$ cat src/rtl/mem_port_arbiter_pkg.sv
// Shared types and arbitration helpers for the unified memory-port arbiter.
// Port indices, priority order and the winner-selection function live here.
package arb_pkg;

  typedef enum logic [1:0] {IDLE, ISSUE, RESP} state_t;

  localparam int NUM_PORTS = 3;
  localparam int PORT_IF   = 0;
  localparam int PORT_MEM  = 1;
  localparam int PORT_VEC  = 2;

  // Priority order, highest first: mem > if > vec
  localparam logic [1:0] PRIO_FIRST  = 2'(PORT_MEM);
  localparam logic [1:0] PRIO_SECOND = 2'(PORT_IF);
  localparam logic [1:0] PRIO_THIRD  = 2'(PORT_VEC);
  localparam logic [5:0] PRIO_ORDER  = {PRIO_THIRD, PRIO_SECOND, PRIO_FIRST};

  typedef struct packed {
    logic       valid;
    logic [1:0] idx;
  } winner_t;

  // Aged requesters form the candidate set when any exist; otherwise all requesters do.
  function automatic winner_t pick_winner(input logic [NUM_PORTS-1:0] req,
                                          input logic [NUM_PORTS-1:0] aged);
    winner_t               w;
    logic [NUM_PORTS-1:0]  cand;
    logic [1:0]            p;
    cand = ((req & aged) != '0) ? (req & aged) : req;
    w.valid = 1'b0;
    w.idx   = PRIO_FIRST;
    for (int i = NUM_PORTS - 1; i >= 0; i--) begin
      p = PRIO_ORDER[2*i +: 2];
      if (cand[p]) begin
        w.valid = 1'b1;
        w.idx   = p;
      end
    end
    return w;
  endfunction

endpackage

$ cat src/rtl/mem_port_arbiter_age_counter.sv
// Per-requester wait counter: counts cycles spent requesting without a grant,
// saturating at limit; aged flags that the requester must be served next.
module age_counter (
  input  logic       clk,
  input  logic       rstn,
  input  logic       inc,
  input  logic       clr,
  input  logic [7:0] limit,
  output logic       aged
);

  logic [7:0] cnt_reg;

  always_ff @(posedge clk) begin
    if (!rstn || clr) begin
      cnt_reg <= 8'd0;
    end else if (inc && (cnt_reg < limit)) begin
      cnt_reg <= cnt_reg + 8'd1;
    end
  end

  assign aged = (cnt_reg == limit);

endmodule

$ cat src/rtl/mem_port_arbiter.sv
// Arbitrates the single memory port between IF, MEM and vector requesters,
// one outstanding transaction at a time, with aging to prevent starvation.
module mem_port_arbiter
  import arb_pkg::*;
#(
  parameter int ADDR_W  = 64,
  parameter int DATA_W  = 64,
  parameter int AGE_MAX = 8
) (
  input  logic                clk,
  input  logic                rstn,

  input  logic                if_req,
  input  logic                if_we,
  input  logic [ADDR_W-1:0]   if_addr,
  input  logic [DATA_W-1:0]   if_wdata,
  input  logic [DATA_W/8-1:0] if_wstrb,
  output logic                if_gnt,
  output logic                if_rvalid,
  output logic [DATA_W-1:0]   if_rdata,
  output logic                if_err,

  input  logic                mem_req,
  input  logic                mem_we,
  input  logic [ADDR_W-1:0]   mem_addr,
  input  logic [DATA_W-1:0]   mem_wdata,
  input  logic [DATA_W/8-1:0] mem_wstrb,
  output logic                mem_gnt,
  output logic                mem_rvalid,
  output logic [DATA_W-1:0]   mem_rdata,
  output logic                mem_err,

  input  logic                vec_req,
  input  logic                vec_we,
  input  logic [ADDR_W-1:0]   vec_addr,
  input  logic [DATA_W-1:0]   vec_wdata,
  input  logic [DATA_W/8-1:0] vec_wstrb,
  output logic                vec_gnt,
  output logic                vec_rvalid,
  output logic [DATA_W-1:0]   vec_rdata,
  output logic                vec_err,

  output logic                m_req,
  output logic                m_we,
  output logic [ADDR_W-1:0]   m_addr,
  output logic [DATA_W-1:0]   m_wdata,
  output logic [DATA_W/8-1:0] m_wstrb,
  input  logic                m_ack,
  input  logic [DATA_W-1:0]   m_rdata,
  input  logic                m_err
);

  localparam int         SW        = DATA_W / 8;
  localparam logic [7:0] AGE_LIMIT = 8'(AGE_MAX);

  logic [NUM_PORTS-1:0] req_vec, gnt_vec, aged_vec, rvalid_vec, err_vec;
  logic                 we_arr    [NUM_PORTS];
  logic [ADDR_W-1:0]    addr_arr  [NUM_PORTS];
  logic [DATA_W-1:0]    wdata_arr [NUM_PORTS];
  logic [SW-1:0]        wstrb_arr [NUM_PORTS];
  logic [DATA_W-1:0]    rdata_arr [NUM_PORTS];

  assign req_vec[PORT_IF]    = if_req;
  assign req_vec[PORT_MEM]   = mem_req;
  assign req_vec[PORT_VEC]   = vec_req;
  assign we_arr[PORT_IF]     = if_we;
  assign we_arr[PORT_MEM]    = mem_we;
  assign we_arr[PORT_VEC]    = vec_we;
  assign addr_arr[PORT_IF]   = if_addr;
  assign addr_arr[PORT_MEM]  = mem_addr;
  assign addr_arr[PORT_VEC]  = vec_addr;
  assign wdata_arr[PORT_IF]  = if_wdata;
  assign wdata_arr[PORT_MEM] = mem_wdata;
  assign wdata_arr[PORT_VEC] = vec_wdata;
  assign wstrb_arr[PORT_IF]  = if_wstrb;
  assign wstrb_arr[PORT_MEM] = mem_wstrb;
  assign wstrb_arr[PORT_VEC] = vec_wstrb;

  state_t              state_reg;
  logic [1:0]          owner_reg;
  logic                m_req_reg, m_we_reg;
  logic [ADDR_W-1:0]   m_addr_reg;
  logic [DATA_W-1:0]   m_wdata_reg;
  logic [SW-1:0]       m_wstrb_reg;
  winner_t             win;
  logic                arb_en, ack_fire;

  assign win      = pick_winner(req_vec, aged_vec);
  assign arb_en   = (state_reg != ISSUE);
  assign ack_fire = (state_reg == ISSUE) && m_ack;

  for (genvar gi = 0; gi < NUM_PORTS; gi++) begin : g_port
    logic              rvalid_reg, err_reg;
    logic [DATA_W-1:0] rdata_reg;
    logic              owner_done;

    assign gnt_vec[gi] = arb_en && win.valid && (win.idx == 2'(gi));
    assign owner_done  = ack_fire && (owner_reg == 2'(gi));

    age_counter u_age (
      .clk   (clk),
      .rstn  (rstn),
      .inc   (req_vec[gi] & ~gnt_vec[gi]),
      .clr   (gnt_vec[gi] | ~req_vec[gi]),
      .limit (AGE_LIMIT),
      .aged  (aged_vec[gi])
    );

    // Response data is held per port so each requester sees only its own results.
    always_ff @(posedge clk) begin
      if (!rstn) begin
        rvalid_reg <= 1'b0;
        err_reg    <= 1'b0;
        rdata_reg  <= '0;
      end else begin
        rvalid_reg <= owner_done;
        if (owner_done) begin
          rdata_reg <= m_rdata;
          err_reg   <= m_err;
        end
      end
    end

    assign rvalid_vec[gi] = rvalid_reg;
    assign err_vec[gi]    = err_reg;
    assign rdata_arr[gi]  = rdata_reg;
  end

  always_ff @(posedge clk) begin
    if (!rstn) begin
      state_reg   <= IDLE;
      owner_reg   <= 2'd0;
      m_req_reg   <= 1'b0;
      m_we_reg    <= 1'b0;
      m_addr_reg  <= '0;
      m_wdata_reg <= '0;
      m_wstrb_reg <= '0;
    end else begin
      case (state_reg)
        IDLE, RESP: begin
          if (win.valid) begin
            state_reg   <= ISSUE;
            owner_reg   <= win.idx;
            m_req_reg   <= 1'b1;
            m_we_reg    <= we_arr[win.idx];
            m_addr_reg  <= addr_arr[win.idx];
            m_wdata_reg <= wdata_arr[win.idx];
            m_wstrb_reg <= wstrb_arr[win.idx];
          end else begin
            state_reg <= IDLE;
          end
        end
        ISSUE: begin
          if (m_ack) begin
            m_req_reg <= 1'b0;
            state_reg <= RESP;
          end
        end
        default: state_reg <= IDLE;
      endcase
    end
  end

  assign m_req   = m_req_reg;
  assign m_we    = m_we_reg;
  assign m_addr  = m_addr_reg;
  assign m_wdata = m_wdata_reg;
  assign m_wstrb = m_wstrb_reg;

  assign if_gnt     = gnt_vec[PORT_IF];
  assign mem_gnt    = gnt_vec[PORT_MEM];
  assign vec_gnt    = gnt_vec[PORT_VEC];
  assign if_rvalid  = rvalid_vec[PORT_IF];
  assign mem_rvalid = rvalid_vec[PORT_MEM];
  assign vec_rvalid = rvalid_vec[PORT_VEC];
  assign if_err     = err_vec[PORT_IF];
  assign mem_err    = err_vec[PORT_MEM];
  assign vec_err    = err_vec[PORT_VEC];
  assign if_rdata   = rdata_arr[PORT_IF];
  assign mem_rdata  = rdata_arr[PORT_MEM];
  assign vec_rdata  = rdata_arr[PORT_VEC];

endmodule

$ cat config.mk
export PLATFORM = sky130hd
export DESIGN_NAME = mem_port_arbiter
export DESIGN_NICKNAME = d
export VERILOG_FILES = /design/src/rtl/mem_port_arbiter_pkg.sv /design/src/rtl/mem_port_arbiter_age_counter.sv /design/src/rtl/mem_port_arbiter.sv
export SDC_FILE = /design/constraint.sdc
export NUM_CORES = 1
export LEC_CHECK = 0
export ABC_CLOCK_PERIOD_IN_PS = 3600
export CORE_AREA = 2 2 320 322
export DETAILED_ROUTE_END_ITERATION = 10
export DIE_AREA = 0 0 322 324
export SETUP_SLACK_MARGIN = 0.1
export SYNTH_ARGS = -nofsm -noshare
export SYNTH_HDL_FRONTEND = slang
export SYNTH_HIERARCHICAL = 1
export SYNTH_SLANG_ARGS = --single-unit
$ cat constraint.sdc
create_clock -name clk -period 3.6 [get_ports clk]
set_input_delay 0.36 -clock clk [delete_from_list [all_inputs] [get_ports clk]]
set_output_delay 0.36 -clock clk [all_outputs]
set_load 0.005 [all_outputs]
==> summary.md, run 1 <==
| Metric | Value |
|---|---|
| Status | `finished clean` |
| Initial DRC count | `roughly 1100` |
| Leak Pwr | `roughly 10 nW` |
| Part of the power in the clock network | `a little over two fifths` |
| Cell variety after synth | `41` |
| Gr ovfl total | `0` |
| CTS tree | `yes` |
| NetSw | `0.00309 W` |
| Fill count | `10832` |
| Nets | `3354` |
| Final GP Congestion | `between 0.8 and 0.9` |
| First-pass GRT wire length | `125000 um` |
| Detail-routed via count per cell | `~4.4` |
| Most frequent cell after synthesis | `nand2_1` |
| Arrival time at the worst endpoint | `roughly 3 ns` |
| Final period utilization | `about nine tenths` |
| Drt wl/cell | `~21 um` |
| RSZ-0062 raised after global routing | `false` |
| CTS max path bufs | `3` |
| Sequential fraction of the synthesis area | `a little over two fifths` |
| Routed wire length | `89400 um` |
| Most used cell, CP | `nor2_1` |
| IR Drop Worst-Case VDD | `297 uV` |
| Post-DP HPWL | `66900 um` |
| Ys async rst share | `0%` |
| Max incr delay on CP | `0.47 ns` |
| DRT antenna net count | `0` |
| Pre-antenna DRT Iters | `7` |
| Crit path max-delay family | `buffers and inverters` |
| Reg clk slew, reported paths | `about 0.06 ns` |
| Min cycle time layout | `~3.3 ns` |
| Final Hold Viols | `0` |
| Int Power | `roughly 0.0083 W` |
| Initial antenna violation count | `29` |
| Die Wd | `322 um` |
| Setup Fix Bufs, Post-CTS | `0` |
| Drt drc | `0` |
| Core area | `around 100000 um2` |
| CTS Hold Bufs | `0` |
| Port bufs | `820` |
| Worst Path Buf+Inv | `2` |
| Crit Path Category | `reg -> out` |
| Fraction of layout cells with a size suffix above 1 | `10.1%` |
| Main flop type after synthesis | `dfxtp_1` |
| Vias post-DR | `roughly 19000` |
| Highest clock rate | `just over 0.3 GHz` |
| Initial core utilization | `between 10% and 20%` |
| Largest net degree at the start of global routing | `roughly 180` |
| CTS Buf Count | `46` |
| Ys Warns | `6` |
| Critical-path cell list | `ha_1 > nand4_1 > nor2_1 > a21boi_1 > o21ai_4 > buf_12 > nor2_1 > clkdlybuf4s50_1` |
| GRT Total Usage | `roughly 16%` |
| Startpoint Class | `flip-flop` |
| Avg Inst Size Synth | `slightly above 8 um2` |
| Row count | `117` |
| Top cells by area, synth | `dfxtp_1, o41ai_2, nand2_1, nor3_1, a21oi_1` |
| Die height | `roughly 320 um` |
| Slew HR | `approximately 28%` |
| Total clock sinks | `~360` |
| Cell area after synthesis | `between 15000 and 20000 um2` |
| Die area | `104000 um2` |
| Vias in the first global route | `17954` |
| Io pins | `around 820` |
| Htree depth | `2` |
| Worst-margin pin slew | `1.09 ns` |
| EDFF count, synth | `0` |
| Cell count after synthesis | `between 2000 and 2500` |
| Hold Path Class | `in -> reg` |
| Final TNS setup | `0 ns` |
| Power per cell area | `400 nW/um2` |
| Number of synthesized register bits | `around 360` |
| Pins Over Slew Limit | `0` |
| Worst-Skew Late Latency | `0.63 ns` |
| Crit-path slowest cell | `clkdlybuf4s50_1` |
| Cell taking the most area after synthesis | `dfxtp_1` |
| Req. time, crit path | `3.24 ns` |
| Synthesis-to-finish area growth | `68.5%` |
| Skew final | `0.0488 ns` |
| List of most frequent post-synthesis cells | `nand2_1, dfxtp_1, nor3_1, a21oi_1, nor2_1` |
| CTS root buf | `clkbuf_16` |
| Seq pwr share | `~39%` |
| Post-layout power | `~0.011 W` |
| Number of max-cap violations | `0` |
| Comb pwr share | `18.9%` |
| Worst Setup End Kind | `output pin` |
| Net Sw Frac | `between 20% and 30%` |
| Synth top area share | `43.1%` |
| # setup viols final | `0` |
| Critical path peak fanout | `37` |
## layout by cell type (no fill, tap or decap), types with 7 or more instances in the layout
cell type        instances
buf_4                   47
clkbuf_8                16
or3_1                   22
clkbuf_1                11
o21ai_0                 29
conb_1                  24
nor2_1                 151
nand2_1                405
nor3_1                 276
dfxtp_1                364
diode_2                  7
o41ai_1                  8
clkbuf_16               46
o41ai_2                129
inv_1                   37
clkdlybuf4s50_1        819
a21oi_1                230
ha_1                    27
nand4_1                 12
nand3_1                146
buf_12                  22
## tightest hold or removal path: stages
cell and delay (ns):
buf_6 0.14, nand2_1 0.07, o32ai_1 0.06
## power by group through the flow
stage	combinational [W]	clock (W)	sequential, W
2_1_floorplan	0.000767	0	0.00446
3_3_place_gp	0.00216	0	0.00446
3_5_place_dp	0.00216	0	0.00447
4_1_cts	0.00217	0.00502	0.00438
5_1_grt	0.00230	0.00516	0.00441
6_report	0.00216	0.00484	0.00439
## per-layer routing
layer  vias to the layer above  routed length [um]  global-route usage (%)
met2                       755               42000                    26.7
met5                         -                 127                       0
met4                        22                2490                    4.71
met3                       151                8480                    6.33
met1                      8832               36300                    19.5
li1                       8832                   -                       -
## area by class of cell
class | count | area, um2 | area share, %
inverters | 38 | 148 | 0.519
clock inverters | 11 | 165 | 0.580
clock buffers | 73 | 1410 | 4.96
multi-input cells | 1506 | 8790 | 30.9
repair buffers | 889 | 9000 | 31.6
diodes | 7 | 17.5 | 0.0615
well taps | 1309 | 1640 | 5.75
flip-flops and latches | 364 | 7290 | 25.6
## cells by family after synthesis
logic type | count (synthesis) | synth area share (%)
flip-flops | 364 | 43.1
AND/OR/NAND/NOR | 1042 | 27.4
AO/OA/AOI/OAI | 413 | 21.6
buffers and inverters | 230 | 5.77
adder cells (fa/ha/maj) | 27 | 2.00
other | 2 | 0.0445
## path summary, 6_finish.rpt
kind	from	endpoint	slack [ns]	depth (start not counted)
hold / removal	rstn	owner_reg[0]	0.10	3
setup / recovery	g_port[1].u_age/cnt_reg[7]	if_gnt	0.32	8
hold reg to reg	if_rdata[14]	if_rdata[14]	0.45	2
setup reg to reg	g_port[0].u_age/cnt_reg[7]	g_port[1].u_age/cnt_reg[4]	0.53	12
## repair_timing
action,CTS,global route
endpoints found under the setup margin,1,3
pin swaps,0,0
gates resized for setup,1,3
## through the flow
step | hold slack, ns | instances | worst slack (ns) | utilization, % | cell area [um2]
floorplan | 0.453 | 2100 | 0.675 | - | 17000
global placement | 0.441 | 4106 | 0.495 | 26.6 | 26900
detailed placement | 0.445 | 4106 | 0.396 | 26.6 | 26900
CTS | 0.0321 | 4190 | 0.149 | 28.2 | 28400
global route | 0.0625 | 4193 | 0.138 | 28.2 | 28400
finish | 0.101 | 4197 | 0.316 | 28.2 | 28500
No activity file was read; power rests on OpenSTA's default activity.
==> run 2: changes to the inputs <==
--- a/config.mk
+++ b/config.mk
@@ -10,6 +10,7 @@
 export DETAILED_ROUTE_END_ITERATION = 10
 export DIE_AREA = 0 0 322 324
 export SETUP_SLACK_MARGIN = 0.1
+export SLEW_MARGIN = 20
 export SYNTH_ARGS = -nofsm -noshare
 export SYNTH_HDL_FRONTEND = slang
 export SYNTH_HIERARCHICAL = 1
==> results of run 2 <==
Final layout, timing and power as in run 1 (identical DEF).
